==> src/rtl/rgb_to_yuv_encoder.sv <==
// RGB -> YUV 4:2:2 encoder: streams 4-pixel groups from the interleaved RGB region
// and writes Y/U/V planes, overlapping group k writes with group k+1 reads.
module rgb_to_yuv_encoder #(
    parameter logic [17:0] Y_BASE     = 18'd0,
    parameter logic [17:0] U_BASE     = 18'd38400,
    parameter logic [17:0] V_BASE     = 18'd57600,
    parameter logic [17:0] RGB_BASE   = 18'd146944,
    parameter int          NUM_PIXELS = 76800
) (
    input  logic        Clock,
    input  logic        Resetn,
    input  logic        Enable,
    output logic [17:0] SRAM_address,
    input  logic [15:0] SRAM_read_data,
    output logic [15:0] SRAM_write_data,
    output logic        SRAM_we_n,
    output logic        Done
);
    localparam int NUM_GROUPS = NUM_PIXELS / 4;
    localparam int GW = $clog2(NUM_GROUPS + 2);
    localparam logic [GW-1:0] LAST_GRP = GW'(NUM_GROUPS);

    typedef enum logic [1:0] {S_IDLE, S_RUN, S_DONE} state_t;

    state_t          state;
    logic [3:0]      slot;
    logic [GW-1:0]   per;
    logic [17:0]     rd_ptr;
    logic [17:0]     wr_off;
    logic [5:0][15:0] word;
    logic [3:0][7:0] res_y, res_u, res_v;
    logic [15:0]     out_y0, out_y1, out_u, out_v;

    // A 12-slot period p: slots 0-5 read group p, slots 2-7 capture it, slots 4..(next)3
    // run its 12 conversions, and slots 6-9 of period p+1 write its four words.
    logic       rd_slot, cap_slot, job_vld, latch, wr_slot, last_wr;
    logic [3:0] job;
    logic [1:0] job_pix, job_ch;

    assign rd_slot  = (per < LAST_GRP) && (slot <= 4'd5);
    assign cap_slot = (per < LAST_GRP) && (slot >= 4'd2) && (slot <= 4'd7);
    assign job      = (slot >= 4'd4) ? slot - 4'd4 : slot + 4'd8;
    assign job_pix  = 2'(job / 4'd3);
    assign job_ch   = 2'(job % 4'd3);
    assign job_vld  = (slot >= 4'd4) ? (per < LAST_GRP) : (per != '0);
    assign latch    = (per != '0) && (slot == 4'd4);
    assign wr_slot  = (per != '0) && (slot >= 4'd6) && (slot <= 4'd9);
    assign last_wr  = (per == LAST_GRP) && (slot == 4'd9);

    logic [7:0]         pr, pg, pb, res8;
    logic signed [31:0] cr, cg, cb, off, r32, g32, b32, acc, sc, val;

    always_comb begin
        pr = '0; pg = '0; pb = '0;
        case (job_pix)
            2'd0: begin pr = word[0][15:8]; pg = word[0][7:0];  pb = word[1][15:8]; end
            2'd1: begin pr = word[1][7:0];  pg = word[2][15:8]; pb = word[2][7:0];  end
            2'd2: begin pr = word[3][15:8]; pg = word[3][7:0];  pb = word[4][15:8]; end
            default: begin pr = word[4][7:0]; pg = word[5][15:8]; pb = word[5][7:0]; end
        endcase
        case (job_ch)
            2'd0:    begin cr = 32'sd16843;  cg = 32'sd33030;  cb = 32'sd6423;   off = 32'sd16;  end
            2'd1:    begin cr = -32'sd9699;  cg = -32'sd19071; cb = 32'sd28770;  off = 32'sd128; end
            default: begin cr = 32'sd28770;  cg = -32'sd24117; cb = -32'sd4653;  off = 32'sd128; end
        endcase
        r32 = $signed({24'd0, pr});
        g32 = $signed({24'd0, pg});
        b32 = $signed({24'd0, pb});
        acc = cr * r32 + cg * g32 + cb * b32 + 32'sd32768;
        sc  = acc >>> 16;
        val = sc + off;
        if (val < 0)              res8 = 8'h00;
        else if (val > 32'sd255)  res8 = 8'hFF;
        else                      res8 = val[7:0];
    end

    function automatic logic [7:0] avg2(input logic [7:0] a, input logic [7:0] b);
        logic [8:0] s;
        s = {1'b0, a} + {1'b0, b} + 9'd1;
        return s[8:1];
    endfunction

    always_ff @(posedge Clock or negedge Resetn) begin
        if (!Resetn) begin
            state           <= S_IDLE;
            slot            <= '0;
            per             <= '0;
            rd_ptr          <= '0;
            wr_off          <= '0;
            word            <= '0;
            res_y           <= '0;
            res_u           <= '0;
            res_v           <= '0;
            out_y0          <= '0;
            out_y1          <= '0;
            out_u           <= '0;
            out_v           <= '0;
            SRAM_address    <= '0;
            SRAM_write_data <= '0;
            SRAM_we_n       <= 1'b1;
            Done            <= 1'b0;
        end else begin
            SRAM_we_n <= 1'b1;
            Done      <= 1'b0;
            case (state)
                S_IDLE: if (Enable) begin
                    state  <= S_RUN;
                    slot   <= '0;
                    per    <= '0;
                    rd_ptr <= RGB_BASE;
                    wr_off <= '0;
                end
                S_RUN: begin
                    if (slot == 4'd11) begin
                        slot <= '0;
                        per  <= per + 1'b1;
                    end else begin
                        slot <= slot + 4'd1;
                    end
                    if (rd_slot) begin
                        SRAM_address <= rd_ptr;
                        rd_ptr       <= rd_ptr + 18'd1;
                    end
                    if (cap_slot) word[3'(slot - 4'd2)] <= SRAM_read_data;
                    if (job_vld) begin
                        case (job_ch)
                            2'd0:    res_y[job_pix] <= res8;
                            2'd1:    res_u[job_pix] <= res8;
                            default: res_v[job_pix] <= res8;
                        endcase
                    end
                    // Snapshot before the next group's conversions overwrite the results
                    if (latch) begin
                        out_y0 <= {res_y[0], res_y[1]};
                        out_y1 <= {res_y[2], res_y[3]};
                        out_u  <= {avg2(res_u[0], res_u[1]), avg2(res_u[2], res_u[3])};
                        out_v  <= {avg2(res_v[0], res_v[1]), avg2(res_v[2], res_v[3])};
                    end
                    if (wr_slot) begin
                        SRAM_we_n <= 1'b0;
                        case (slot)
                            4'd6: begin SRAM_address <= Y_BASE + wr_off + wr_off;         SRAM_write_data <= out_y0; end
                            4'd7: begin SRAM_address <= Y_BASE + wr_off + wr_off + 18'd1; SRAM_write_data <= out_y1; end
                            4'd8: begin SRAM_address <= U_BASE + wr_off;                  SRAM_write_data <= out_u;  end
                            default: begin
                                SRAM_address    <= V_BASE + wr_off;
                                SRAM_write_data <= out_v;
                                wr_off          <= wr_off + 18'd1;
                            end
                        endcase
                    end
                    if (last_wr) state <= S_DONE;
                end
                default: begin
                    Done  <= 1'b1;
                    state <= S_IDLE;
                end
            endcase
        end
    end
endmodule
==> config.mk <==
export PLATFORM = sky130hd
export DESIGN_NAME = rgb_to_yuv_encoder
export DESIGN_NICKNAME = d
export VERILOG_FILES = /design/src/rtl/rgb_to_yuv_encoder.sv
export SDC_FILE = /design/constraint.sdc
export NUM_CORES = 1
export LEC_CHECK = 0
export ABC_AREA = 1
export CORE_UTILIZATION = 70
export CTS_BUF_LIST = sky130_fd_sc_hd__clkbuf_2
export DETAILED_ROUTE_END_ITERATION = 10
export PLACE_DENSITY = 0.88
export SYNTH_ARGS = -nofsm -noshare
export SYNTH_HDL_FRONTEND = slang
export SYNTH_SLANG_ARGS = --single-unit
export TNS_END_PERCENT = 100
==> constraint.sdc <==
create_clock -name Clock -period 31.5 [get_ports Clock]
set_input_delay 9.45 -clock Clock [delete_from_list [all_inputs] [get_ports Clock]]
set_output_delay 9.45 -clock Clock [all_outputs]
set_load 0.02 [all_outputs]
==> results of run 1 <==
power by group:
group	switching (mW)	internal (mW)	leakage [nW]	total (mW)
Combinational	1.14	0.594	12.5	1.73
Clock	0.187	0.106	0.566	0.293
Sequential	0.0750	0.578	4.06	0.653
worst max-delay path, delay by kind of cell (launching register included):
| family | cells | cell delay [ns] |
|---|---|---|
| buf+inv | 18 | 3.75 |
| flops | 1 | 0.49 |
| compound gates | 2 | 0.42 |
| fa+ha+maj | 13 | 4.90 |
| xor+xnor | 2 | 0.39 |
| simple gates | 19 | 3.38 |
per-stage QoR:
step           setup WS [ns]  hold slack (ns)  std cells  instance area, um^2  util, %
3_3_place_gp           18.55            0.398       4129                31700     73.6
4_1_cts                18.29            0.433       4274                32400     75.3
2_1_floorplan          20.01            0.442       3554                30600        -
6_report               18.00            0.438       4276                32400     75.3
3_5_place_dp           18.35            0.404       4129                31700     73.6
5_1_grt                17.17            0.462       4276                32400     75.3
cell families after synthesis:
kind of cell | after synthesis | share of synthesized area (%)
and+or+nand+nor | 1207 | 17.3
xor gates and xnor gates | 28 | 0.802
DFF | 349 | 28.6
AOI/OAI and AO/OA | 496 | 9.40
buffers and inverters | 883 | 11.1
adders and majority gates | 591 | 32.9
worst paths after layout:
| path | end | slack [ns] | cells past startpoint |
|---|---|---|---|
| min in group asynchronous | word[42] | 8.49 | 1 |
| worst min register to register | Done | 0.44 | 0 |
| worst max-delay path | res_u[13] | 18.00 | 54 |
| max in group asynchronous | out_v[7] | 20.75 | 3 |
| worst min-delay path | Done | 0.44 | 0 |
| worst max register to register | res_u[13] | 18.00 | 54 |
area by class of cell:
| cell class | count | area [um^2] | area share (%) |
|---|---|---|---|
| Clock buffer | 125 | 626 | 1.93 |
| Multi-Input combinational cell | 2322 | 18500 | 57.0 |
| Antenna cell | 2 | 5.00 | 0.0154 |
| Timing Repair Buffer | 87 | 806 | 2.48 |
| Tap cell | 585 | 732 | 2.26 |
| Clock inverter | 20 | 98.8 | 0.305 |
| Sequential cell | 349 | 8730 | 26.9 |
| Inverter | 786 | 2950 | 9.10 |
sequential cells by signal, indices dropped and copies added (netlist names), 2 cells and up:
name and flops:
slot 4, word 96, per 15, SRAM_write_data 16
state 2, wr_off 18, res_y 32, out_y1 16
res_v 32, SRAM_address 18, out_y0 16, out_u 16
out_v 16, res_u 32, rd_ptr 18
layer usage:
metal	global-route usage, %	up-vias	routed length [um]
li1	-	11300	-
met2	56.9	1308	35500
met1	47.9	12000	29900
met5	0	-	0
met4	15.2	0	3040
met3	8.28	247	7740
synthesized netlist by cell type (3+ instances only):
| cell type | instances | share of area, % |
|---|---|---|
| and3_1 | 3 | 0.061 |
| a21o_1 | 8 | 0.20 |
| o22ai_1 | 22 | 0.45 |
| clkbuf_1 | 80 | 0.98 |
| nand2_2 | 17 | 0.35 |
| fa_1 | 354 | 23 |
| ha_1 | 237 | 9.7 |
| dfrtp_1 | 348 | 28 |
| xor2_1 | 21 | 0.60 |
| nand3_2 | 7 | 0.23 |
| nand2_1 | 605 | 7.4 |
| o2111ai_1 | 3 | 0.086 |
| nor2_4 | 4 | 0.15 |
| nor3_1 | 37 | 0.61 |
| a211oi_1 | 3 | 0.074 |
| nand4_4 | 8 | 0.56 |
| nand2_4 | 8 | 0.29 |
| o31ai_1 | 16 | 0.39 |
| a22o_1 | 4 | 0.11 |
| nor2_2 | 3 | 0.061 |
| o21ai_1 | 12 | 0.20 |
| o211ai_1 | 4 | 0.098 |
| o21ai_0 | 233 | 3.8 |
| a22oi_1 | 25 | 0.61 |
| o221ai_1 | 3 | 0.086 |
| a221oi_1 | 17 | 0.49 |
| nor3b_1 | 5 | 0.12 |
| buf_4 | 5 | 0.12 |
| a31oi_1 | 36 | 0.74 |
| nor2_1 | 306 | 3.8 |
| nor4_1 | 11 | 0.22 |
| nand4_1 | 15 | 0.31 |
| a21oi_1 | 97 | 1.6 |
| inv_2 | 4 | 0.049 |
| nand3_1 | 170 | 2.8 |
| buf_6 | 8 | 0.29 |
| buf_2 | 4 | 0.065 |
| xnor2_1 | 7 | 0.20 |
| clkinv_1 | 4 | 0.049 |
| inv_1 | 778 | 9.5 |
==> flow_metrics.tcl, run 1 <==
set metrics [dict create \
    outcome "finished, final reports clean" \
    syn_nets 4164 \
    drt-initial-drc-count 2483 \
    slew_violations 0 \
    finalWirelength_um 76100 \
    area_growth_pct 6.02 \
    cp-end-kind "flop" \
    netlist-cell-type-count 57 \
    firstDrtPassIters 6 \
    synth_cells 3554 \
    grt_overflow 0 \
    rsz0062_at_grt "no" \
    via_per_inst 5.81 \
    cpPeakStageDelay_ns 1.00 \
    synth-seq-cells 349 \
    setup_violations 0 \
    hold_viol 0 \
    tightest_slew_ns 1.16 \
    ys_async_sr_fraction_pct 100 \
    initial_core_util_pct 71.0 \
    crit_path_max_fanout 96 \
    track_usage_pct 35.9 \
    die_h_um 211 \
    io_buffer_count 54 \
    ys_seq_area_share_pct 28.6 \
    num_rows 76 \
    drc 0 \
    post-route-min-period_ns 13.50 \
    die_area_um2 44500 \
    gp_congestion 1.05 \
    maxCapViolCount 0 \
    hold_class "reg -> reg" \
    ctsResizeCount 0 \
    htreeDepth 3 \
    wl_per_cell_um 17.8 \
    fill_cells 3023 \
    clock_latency_ns 1.01 \
    crit_type "reg -> reg" \
    worst_path_most_repeated_cell "inv_1" \
    total_power_mw 2.68 \
    p_leak_nw 17.1 \
    reg2reg_from "slot[3]" \
    hold_start "state[1]" \
    cp-start-kind "flop" \
    synth_edf_count 0 \
    cts_buffers 87 \
    drive_gt1_share_pct 6.42 \
    skew_ns 0.111 \
    io_pins 55 \
    crit_start "slot[3]" \
    grt_max_degree 164 \
    fin_tns_setup_ns 0 \
    clockBufferDepth 3 \
    syn_avg_cell_area_um2 8.61 \
    ctsHoldBuffers 0 \
    powerDensity_nw_per_um2 82.6 \
    cp.required_ns 32.36 \
    cts_tree "built" \
    grt_pass1_wl_um 125000 \
    crit_slowest_cell "nor2_1" \
    final_cell_mix "778 x inv_1, 604 x nand2_1, 354 x fa_1" \
    finalCritPeriodShare_pct 42.9 \
    antenna_found_initial 2 \
    dp_hpwl_um 58100 \
    core_um2 43100 \
    ant_nets 0 \
    ir_drop_uv 189 \
    synth_area_um2 30600 \
    finalNetCount 4243 \
    post-cts-setup-buffer-count 0 \
    clk_pin_slew_ns 0.12 \
    cp.arrival_ns 14.36 \
    final_common_cell "inv_1" \
    fmax_mhz 74.1 \
    root_buffer "clkbuf_2" \
    clkSinkCount 349 \
    yosysWarnings 0 \
    route.vias.total 24800 \
    fp.dieW_um 211 \
    synth_ff_type "dfrtp_1" \
    grt_pass1_vias 25200 \
    max_slew_margin_pct 22.0 \
]
(Power assumes the default switching activity.)
==> inputs of run 2 (changes only) <==
Settings changed: CORE_UTILIZATION 70 to 66, PLACE_DENSITY 0.88 to 0.84.
Clock period 31.5 ns to 13.42 ns, I/O delays scaled along.
==> run 2 against run 1 <==
  * Clock power rose by 140%
  * Flip-flop and latch count stayed put
  * Combinational power increased by 130%
  * Highest routed layer unchanged
==> flow_metrics.tcl, run 2 (synthesized netlist as in run 1, its figures left out) <==
set metrics [dict create \
    finalCritPeriodShare_pct 91.5 \
    maxCapViolCount 0 \
    swShare_pct 51.7 \
    grt_pass1_wl_um 123000 \
    largest_reg_flops 96 \
    fill_cells 3417 \
    powerDensity_nw_per_um2 192 \
    die_area_um2 47200 \
    total_power_mw 6.25 \
    root_buffer "clkbuf_2" \
    core_um2 45600 \
    combPwrFrac_pct 64.1 \
    grt_overflow 0 \
    pwr-share-seq_pct 24.7 \
    outcome "finished, final reports clean" \
    clock_latency_ns 1.03 \
    crit_slowest_cell "buf_4" \
    setup_ws_ns 1.15 \
    final_common_cell "inv_1" \
    final_cells 4294 \
    pwr-share-clk_pct 11.2 \
    ir_drop_uv 363 \
    finalWirelength_um 75000 \
    final_util_pct 71.3 \
    initial_core_util_pct 67.1 \
    hold_viol 0 \
    cts_buffers 85 \
    io_buffer_count 54 \
    track_usage_pct 33.2 \
    wl_per_cell_um 17.5 \
    crit_start "slot[3]" \
    rrSetupSlack_ns 1.15 \
    cp.required_ns 14.30 \
    crit_path_max_fanout 96 \
    dp.cells 4146 \
    clk_pin_slew_ns 0.12 \
    grt_max_degree 179 \
    drive_gt1_share_pct 6.36 \
    p_int_mw 3.02 \
    reg2reg_to "res_y[6]" \
    cp-start-kind "flop" \
    drt-initial-drc-count 2018 \
    post-route-min-period_ns 12.27 \
    max_slew_margin_pct 21.3 \
    holdWs_ns 0.446 \
    cpPeakStageDelay_ns 0.78 \
    post-cts-setup-buffer-count 0 \
    grt_pass1_vias 24700 \
    via_per_inst 5.69 \
    fmax_mhz 81.5 \
    cts_tree "built" \
    place_ws_ns 1.40 \
    reg2reg_from "slot[3]" \
    hold_start "state[1]" \
    seq_area_um2 8730 \
    gp_congestion 1.01 \
    hold_path_end "Done" \
    route.vias.total 24500 \
    final_cell_mix "778 x inv_1, 604 x nand2_1, 354 x fa_1" \
    finalNetCount 4243 \
    rr_worst_depth 53 \
    num_rows 78 \
    htreeDepth 3 \
    p_leak_nw 17.1 \
    placed_area_um2 31700 \
    die_h_um 217 \
    crit_type "reg -> reg" \
    firstDrtPassIters 9 \
    area_growth_pct 6.18 \
    cp.arrival_ns 13.16 \
    setup_violations 0 \
    fp.dieW_um 217 \
    stdcell_area_um2 32500 \
    clockBufferDepth 3 \
    ctsResizeCount 0 \
    drc 0 \
    slew_violations 0 \
    ant_nets 0 \
    cp-end-kind "flop" \
    antenna_found_initial 1 \
    rsz0062_at_grt "no" \
    switching_power_mw 3.23 \
    multi_input_area_um2 18500 \
    top_register "word" \
    holdPathStages 0 \
    io_pins 55 \
    tightest_slew_ns 1.17 \
    skew_ns 0.0959 \
    clkSinkCount 349 \
    ctsHoldBuffers 0 \
    hold_class "reg -> reg" \
    dp_hpwl_um 57800 \
    fin_tns_setup_ns 0 \
    worst_path_most_repeated_cell "inv_1" \
]
-- run 2: cell count changes in the layout (fill, tap and decap cells not counted), sizes merged --
cell	delta
bufinv	+1
clkbuf	-4
buf	+2
clkinvlp	+1
diode	-1
clkinv	+4
-- run 2: worst max-delay path by stage --
stage,slack (ns),to,cells after the start
2_1_floorplan,3.14,res_u[16],56
3_3_place_gp,1.69,res_y[22],49
3_5_place_dp,1.40,res_v[7],53
4_1_cts,1.33,res_y[6],53
5_1_grt,0.34,res_y[6],53
6_report,1.15,res_y[6],53
-- run 2: power groups by stage --
stage               clock [mW]  sequential, mW  combinational, mW
CTS                      0.711            1.54               3.91
detailed placement           0            1.56               3.89
global placement             0            1.55               3.77
floorplan                    0            1.52               2.95
finish                   0.699            1.54               4.01
global route             0.768            1.57               4.42
-- run 2: critical path: cells and delay by family, from the launching register on --
kind                       cells  cell delay [ns]
and+or+nand+nor               19             2.50
adders and majority gates     13             5.14
xor gates and xnor gates       2             0.35
AOI/OAI and AO/OA              4             0.86
buffers and inverters         15             2.77
DFF                            1             0.49
-- run 2: metal layers --
metal / vias up / track usage [%] / part of all wire (%)
met3: 188 / 8.12 / 9.4
li1: 11300 / - / -
met5: - / 0 / 0
met2: 1161 / 52.5 / 47
met1: 11800 / 43.5 / 40
met4: 0 / 14.8 / 3.9
-- run 2: layout make-up --
type / instances / area share, %
multi-input cells: 2322 / 56.9
flip-flops and latches: 349 / 26.9
inverters: 786 / 9.08
repair buffers: 89 / 2.53
well taps: 600 / 2.31
clock buffers: 121 / 1.86
clock inverters: 26 / 0.428
diodes: 1 / 0.00770
